## src/rtl/tft_rx_monitor_pkg.sv

```systemverilog
// tft_rx_monitor_pkg: TFT timing constants shared with the driver and receiver FSM states
package tft_rx_monitor_pkg;
  localparam int H_ACTIVE = 480;
  localparam int V_ACTIVE = 272;
  localparam int H_TOTAL = 525;
  localparam int V_TOTAL = 288;
  localparam int VBLANK_THRESH = 525;
  typedef enum logic [1:0] {
    UNLOCKED = 2'd0,
    VBLANK   = 2'd1,
    LINE     = 2'd2,
    HBLANK   = 2'd3
  } state_t;
endpackage

```

## src/rtl/tft_rx_monitor_if.sv

```systemverilog
// tft_rx_monitor_if: DE-mode TFT pixel bus (data enable plus 24-bit RGB)
interface tft_rx_monitor_if;
  logic       data_ena;
  logic [7:0] red;
  logic [7:0] green;
  logic [7:0] blue;
  modport master (output data_ena, red, green, blue);
  modport slave (input data_ena, red, green, blue);
endinterface

```

## src/rtl/tft_rx_monitor_checksum.sv

```systemverilog
// tft_frame_checksum: mod-2^24 pixel accumulator committed to frame_checksum at frame end
module tft_frame_checksum (
  input  logic        clk,
  input  logic        rst_n,
  input  logic        add_en,
  input  logic [23:0] add_val,
  input  logic        commit,
  output logic [23:0] frame_checksum
);
  logic [23:0] acc;
  always_ff @(posedge clk or negedge rst_n)
    if (!rst_n) begin
      acc <= '0;
      frame_checksum <= '0;
    end else begin
      acc <= commit ? '0 : add_en ? acc + add_val : acc;
      frame_checksum <= commit ? acc : frame_checksum;
    end
endmodule

```

## src/rtl/tft_rx_monitor.sv

```systemverilog
// tft_rx_monitor: DE-mode TFT sink rebuilding pixel coordinates, checking geometry and summing each frame
module tft_rx_monitor
  import tft_rx_monitor_pkg::*;
#(
  parameter int H_ACT = H_ACTIVE,
  parameter int V_ACT = V_ACTIVE,
  parameter int VB_TH = VBLANK_THRESH
) (
  input  logic             tft_clk,
  input  logic             rstb,
  tft_rx_monitor_if.slave  tft,
  input  logic             err_clear,
  output logic             locked,
  output logic             pix_valid,
  output logic [9:0]       pix_x,
  output logic [8:0]       pix_y,
  output logic [23:0]      pix_rgb,
  output logic             frame_done,
  output logic [23:0]      frame_checksum,
  output logic [15:0]      frame_count,
  output logic             line_len_err,
  output logic             frame_len_err
);
  state_t      state, state_nxt;
  logic [9:0]  low_cnt, x, cx, x_nxt;
  logic [8:0]  y, cy, y_nxt;
  logic [23:0] rgb;
  logic        vb_hit, take, frame_end, line_err, frame_err, lock_hit;
  assign rgb = {tft.red, tft.green, tft.blue};
  assign vb_hit = low_cnt == 10'(VB_TH);
  always_ff @(posedge tft_clk or negedge rstb)
    if (!rstb) state <= UNLOCKED;
    else state <= state_nxt;
  // the DE-rising sample is already pixel x=0, so cx/cy are the position of the current sample
  always_comb begin
    state_nxt = state;
    cx = state == LINE ? x : '0;
    cy = state == VBLANK ? '0 : y;
    x_nxt = x;
    y_nxt = y;
    frame_end = 1'b0;
    line_err = 1'b0;
    frame_err = 1'b0;
    lock_hit = 1'b0;
    if (tft.data_ena) begin
      x_nxt = &cx ? cx : cx + 10'd1;
      y_nxt = cy;
    end
    case (state)
      UNLOCKED: begin
        lock_hit = vb_hit;
        state_nxt = vb_hit ? VBLANK : UNLOCKED;
      end
      VBLANK: state_nxt = tft.data_ena ? LINE : VBLANK;
      LINE: if (!tft.data_ena) begin
        state_nxt = HBLANK;
        line_err = x != 10'(H_ACT);
        y_nxt = &y ? y : y + 9'd1;
      end
      HBLANK: begin
        state_nxt = tft.data_ena ? LINE : vb_hit ? VBLANK : HBLANK;
        frame_end = !tft.data_ena && vb_hit;
        frame_err = frame_end && y != 9'(V_ACT);
      end
      default: state_nxt = UNLOCKED;
    endcase
    take = tft.data_ena && state != UNLOCKED && cx < 10'(H_ACT) && cy < 9'(V_ACT);
  end
  always_ff @(posedge tft_clk or negedge rstb)
    if (!rstb) begin
      low_cnt <= '0;
      x <= '0;
      y <= '0;
      locked <= 1'b0;
      pix_valid <= 1'b0;
      pix_x <= '0;
      pix_y <= '0;
      pix_rgb <= '0;
      frame_done <= 1'b0;
      frame_count <= '0;
      line_len_err <= 1'b0;
      frame_len_err <= 1'b0;
    end else begin
      low_cnt <= tft.data_ena ? '0 : vb_hit ? low_cnt : low_cnt + 10'd1;
      x <= x_nxt;
      y <= y_nxt;
      locked <= locked | lock_hit;
      pix_valid <= take;
      pix_x <= take ? cx : pix_x;
      pix_y <= take ? cy : pix_y;
      pix_rgb <= take ? rgb : pix_rgb;
      frame_done <= frame_end;
      frame_count <= frame_count + {15'd0, frame_end};
      line_len_err <= line_err | (line_len_err & ~err_clear);
      frame_len_err <= frame_err | (frame_len_err & ~err_clear);
    end
  tft_frame_checksum u_checksum (
    .clk            (tft_clk),
    .rst_n          (rstb),
    .add_en         (take),
    .add_val        (rgb),
    .commit         (frame_end),
    .frame_checksum (frame_checksum)
  );
endmodule
```

## src/flat_wrapper.sv

```systemverilog
// flat-port wrapper written by rule: the top's interface ports become plain ports
module tft_rx_monitor_flat import tft_rx_monitor_pkg::*;
#(
  parameter int H_ACT = H_ACTIVE,
  parameter int V_ACT = V_ACTIVE,
  parameter int VB_TH = VBLANK_THRESH
)
  (tft_clk, rstb, err_clear, locked, pix_valid, pix_x, pix_y, pix_rgb, frame_done, frame_checksum, frame_count, line_len_err, frame_len_err, tft_data_ena, tft_red, tft_green, tft_blue);
  tft_rx_monitor_if tft_i ();
  input  logic tft_clk;
  input  logic rstb;
  input  logic err_clear;
  output logic locked;
  output logic pix_valid;
  output logic [9:0] pix_x;
  output logic [8:0] pix_y;
  output logic [23:0] pix_rgb;
  output logic frame_done;
  output logic [23:0] frame_checksum;
  output logic [15:0] frame_count;
  output logic line_len_err;
  output logic frame_len_err;
  input wire logic [$bits(tft_i.data_ena)-1:0] tft_data_ena;
  input wire logic [$bits(tft_i.red)-1:0] tft_red;
  input wire logic [$bits(tft_i.green)-1:0] tft_green;
  input wire logic [$bits(tft_i.blue)-1:0] tft_blue;
  assign tft_i.data_ena = tft_data_ena;
  assign tft_i.red = tft_red;
  assign tft_i.green = tft_green;
  assign tft_i.blue = tft_blue;
  tft_rx_monitor #(.H_ACT(H_ACT), .V_ACT(V_ACT), .VB_TH(VB_TH)) u_core (.tft_clk(tft_clk), .rstb(rstb), .tft(tft_i), .err_clear(err_clear), .locked(locked), .pix_valid(pix_valid), .pix_x(pix_x), .pix_y(pix_y), .pix_rgb(pix_rgb), .frame_done(frame_done), .frame_checksum(frame_checksum), .frame_count(frame_count), .line_len_err(line_len_err), .frame_len_err(frame_len_err));
endmodule
```

## config.mk

```make
export PLATFORM = sky130hd
export DESIGN_NAME = tft_rx_monitor_flat
export DESIGN_NICKNAME = d
export VERILOG_FILES = /design/src/rtl/tft_rx_monitor_pkg.sv /design/src/rtl/tft_rx_monitor_if.sv /design/src/rtl/tft_rx_monitor_checksum.sv /design/src/rtl/tft_rx_monitor.sv /design/src/flat_wrapper.sv
export SDC_FILE = /design/constraint.sdc
export NUM_CORES = 1
export LEC_CHECK = 0
export ABC_AREA = 0
export BUFFER_PORTS_ARGS = -buffer_cell sky130_fd_sc_hd__buf_2
export CORE_MARGIN = 4
export CORE_UTILIZATION = 35
export CTS_BUF_LIST = sky130_fd_sc_hd__clkbuf_2 sky130_fd_sc_hd__clkbuf_4 sky130_fd_sc_hd__clkbuf_8
export DETAILED_ROUTE_END_ITERATION = 7
export PLACE_DENSITY_LB_ADDON = 0.05
export SLEW_MARGIN = 20
export SYNTH_ARGS = -nofsm -noshare
export SYNTH_HDL_FRONTEND = slang
export SYNTH_HIERARCHICAL = 1
export SYNTH_SLANG_ARGS = --single-unit
export TNS_END_PERCENT = 20
```

## constraint.sdc

```tcl
create_clock -name tft_clk -period 5 [get_ports tft_clk]
set_input_delay 0 -clock tft_clk [delete_from_list [all_inputs] [get_ports tft_clk]]
set_output_delay 0 -clock tft_clk [all_outputs]
set_load 0.01 [all_outputs]
```

==> Flow_metrics.wiki <==
{| class="wikitable"
! Metric !! Value
|-
| Yosys warns || 6
|-
| DR vias/cell || 5.19
|-
| Number of hold violations in the final report || 0
|-
| WL final || 18.4 mm
|-
| Flip-flop and latch count after synthesis || 143
|-
| Power density of the placed cells || 454 nW/µm²
|-
| TritonRoute pass-1 iters || 5
|-
| Port Buffer Count || 115
|-
| Worst EP required || 5.36 ns
|-
| Final layout net count || 866
|-
| Initial antenna violation count || 0
|-
| Worst Tran Pin Value || 0.979 ns
|-
| Worst hold slack after final layout || 0.120 ns
|-
| Standard-cell rows || 53
|-
| Vertical extent of the die || 155 µm
|-
| Worst Hold Class || primary input to flop
|-
| First-pass GRT wire length || 30.8 mm
|-
| Setup repair after global routing missed its margin || false
|-
| Mean cell area of the mapped netlist || 11.3 µm²
|-
| Num Clock Sinks || 143
|-
| Commonest cells after routing, fill and taps aside || sky130_fd_sc_hd__dfrtp_1, sky130_fd_sc_hd__buf_2, sky130_fd_sc_hd__nand2_1, sky130_fd_sc_hd__nor2_1, sky130_fd_sc_hd__a21oi_1
|-
| Area contributors post-synth || sky130_fd_sc_hd__dfrtp_1, sky130_fd_sc_hd__mux2_4, sky130_fd_sc_hd__ha_1, sky130_fd_sc_hd__mux2_2, sky130_fd_sc_hd__xnor2_1
|-
| Final Cycle Share || 0.652
|-
| Vias in the first global route || 5797
|-
| Area fraction of the dominant cell type after synthesis || 0.471
|-
| Critical path class || flop to flop
|-
| Gate count of the mapped netlist || 675
|-
| Worst-path cell chain || or3_1 > nor4_2 > nand2_1 > nor2_4 > ha_1 > and3_1 > nand2b_1 > nor4_1 > xor2_1
|-
| Starting DRC count in detailed routing || 215
|-
| Met1 layer usage reported by global route || 0.220
|-
| Remaining Overflow, GRT || 0
|-
| Area leader, netlist || sky130_fd_sc_hd__dfrtp_1
|-
| Area of the core region || 21200 µm²
|-
| Biggest fanout along the worst timing path || 24
|-
| Starting Density || 0.358
|-
| CTS tree || built
|-
| Maximum clock path buffer count || 2
|-
| Run status || finished, final reports clean
|-
| Leak Pwr || 4.32 nW
|-
| Global-route layer with the greatest usage || met2
|-
| Clock insertion delay at the later pin of the skew report || 0.45 ns
|-
| Fillers || 2092
|-
| Final setup vio count || 0
|-
| Most common cell after layout, fill and taps aside || sky130_fd_sc_hd__dfrtp_1
|-
| Root Driver || sky130_fd_sc_hd__clkbuf_8
|-
| Pin count of the biggest net entering global routing || 101
|-
| HPWL after detailed placement || 12.6 mm
|-
| Type of element capturing the critical path || flop
|-
| Global routing met2 resource utilization || 0.241
|-
| Setup bufs post-CTS || 0
|-
| Worst vdd rail ir drop || 0.203 mV
|-
| Die area || 24100 µm²
|-
| Number of DRC violations after detailed routing || 0
|-
| Routed wire per std cell || 16.8 µm
|-
| Max-cap violations || 0
|-
| Maximum clock skew at final layout || 0.0145 ns
|-
| Tot GR Track Use || 0.156
|-
| Area growth from synthesis to final layout || 19.0%
|-
| Maximum level of the CTS H-tree || 4
|-
| Placer's final routability congestion estimate || 0.861
|-
| Horizontal die dimension || 155 µm
|-
| Clock transition at the register clock pins on the worst setup and hold paths after CTS || 0.08 ns
|-
| Post-synth EDFFs || 0
|-
| I/O pin count || 116
|-
| Max-slew headroom || 0.345
|-
| Cell depth of the worst flop-to-flop path || 9
|-
| Final setup TNS || 0 ns
|-
| Share of post-route cells with drive strength above 1 || 0.276
|-
| Final critical-path required period || 3.26 ns
|-
| Cell count after placement || 1036
|-
| Hold depth || 2
|-
| Area of the mapped netlist || 7600 µm²
|-
| Antenna cell count || 0
|-
| Net count after synthesis || 735
|-
| Synth async-reset ratio || 1.00
|-
| Commonest register cell after synthesis || sky130_fd_sc_hd__dfrtp_1
|-
| Maximum clock rate || 0.307 GHz
|-
| Slowest-stage cell, CP || sky130_fd_sc_hd__nor2_4
|-
| CP arrival || 3.62 ns
|-
| Number of different library cells in the post-synthesis netlist || 80
|-
| Post-layout instance count excluding filler cells || 1094
|-
| Count of pins over their slew limit || 0
|-
| Post-route antenna net violation count || 0
|-
| Proportion of synthesized chip area in sequential cells || 0.471
|-
| Kind of start point of the critical path || flop
|-
| Delay of the slowest cell on the worst path || 0.56 ns
|-
| Met3 Resource Use GR || 0.0426
|-
| DR vias || 5675
|-
| TritonCTS buffer count || 17
|}
==> cell type report <==
| type | count | area, µm² | area share |
|---|---|---|---|
| tap | 275 | 344 | 0.0381 |
| clock buffer | 18 | 241 | 0.0267 |
| sequential | 143 | 3580 | 0.396 |
| clock inverter | 14 | 191 | 0.0212 |
| inverter | 19 | 78.8 | 0.00872 |
| timing repair buffer | 143 | 857 | 0.0948 |
| multi-input combinational | 482 | 3750 | 0.415 |
==> worst max-delay path: cells and delay by family, from the launching register on <==
| family | cells | cell delay [ns] |
|---|---|---|
| flip-flops | 1 | 0.45 |
| AND/OR/NAND/NOR | 7 | 2.26 |
| XOR/XNOR | 1 | 0.18 |
| adder cells (fa/ha/maj) | 1 | 0.28 |
==> cell usage after synthesis, types with 11 or more instances <==
master,number
sky130_fd_sc_hd__a21o_1,11
sky130_fd_sc_hd__a21oi_1,34
sky130_fd_sc_hd__and2_1,14
sky130_fd_sc_hd__clkbuf_1,15
sky130_fd_sc_hd__dfrtp_1,143
sky130_fd_sc_hd__ha_1,31
sky130_fd_sc_hd__inv_1,18
sky130_fd_sc_hd__mux2_2,25
sky130_fd_sc_hd__mux2_4,33
sky130_fd_sc_hd__mux2i_1,16
sky130_fd_sc_hd__nand2_1,46
sky130_fd_sc_hd__nand3_1,18
sky130_fd_sc_hd__nand4_1,16
sky130_fd_sc_hd__nor2_1,40
sky130_fd_sc_hd__o21ai_0,23
sky130_fd_sc_hd__xnor2_1,22
sky130_fd_sc_hd__xor2_1,14
==> where the power goes <==
group / internal [mW] / switching, mW
Combinational: 0.695 / 0.830
Sequential: 1.38 / 0.177
Clock: 0.549 / 0.473
Total: 2.62 / 1.48
==> through the flow <==
stage	setup slack [ns]	power (mW)	utilization	area [µm²]
after global placement	1.87	3.07	0.393	8350
after global routing	1.46	4.41	0.426	9040
after floorplan	2.43	2.68	-	7600
final	1.74	4.10	0.426	9040
after CTS	1.64	4.16	0.426	9040
after detailed placement	1.69	3.09	0.393	8350
==> kinds of logic (layout without fill, tap and decap cells) <==
family                   count (synthesis)  in the layout  synth area share
buffers and inverters                   50            194            0.0366
flip-flops                             143            143             0.471
multiplexers                            76             76             0.126
AND/OR/NAND/NOR                        200            200             0.144
XOR/XNOR                                36             36            0.0415
AO/OA/AOI/OAI                          138            138             0.127
adder cells (fa/ha/maj)                 32             32            0.0537
==> sequential cells by signal, indices dropped and copies added, names as in the netlist, named ones only <==
| signal | flops |
|---|---|
| u_core/pix_x | 10 |
| u_core/x | 10 |
| u_core/state | 2 |
| u_core/pix_valid | 1 |
| u_core/u_checksum/frame_checksum | 24 |
| u_core/low_cnt | 10 |
| u_core/locked | 1 |
| u_core/frame_count | 16 |
| u_core/frame_done | 1 |
| u_core/pix_rgb | 24 |
| u_core/y | 8 |
| u_core/frame_len_err | 1 |
| u_core/line_len_err | 1 |
| u_core/u_checksum/acc | 24 |
| u_core/pix_y | 9 |
==> repair_timing <==
action | CTS | global route
resized for setup | 0 | 0
hold buffers | 26 | 0
hold endpoints to repair | 127 | 0
==> routing by layer <==
metal	up-vias	part of all wire
li1	2739	-
met2	129	0.45
met3	10	0.053
met5	-	0
met4	0	0.0084
met1	2797	0.49
==> path summary, 6_finish.rpt <==
check                                        from                      to  slack (ns)
setup reg to reg                u_core/low_cnt[4]  u_core/frame_count[15]        1.74
hold / removal                       tft_data_ena       u_core/low_cnt[5]        0.12
setup / recovery                u_core/low_cnt[4]  u_core/frame_count[15]        1.74
hold reg to reg            u_core/frame_count[15]  u_core/frame_count[15]        0.47
max in group asynchronous                    rstb       u_core/pix_rgb[7]        3.66
min in group asynchronous                    rstb   u_core/frame_count[6]        0.20
Power figures use the tool's default switching activity.
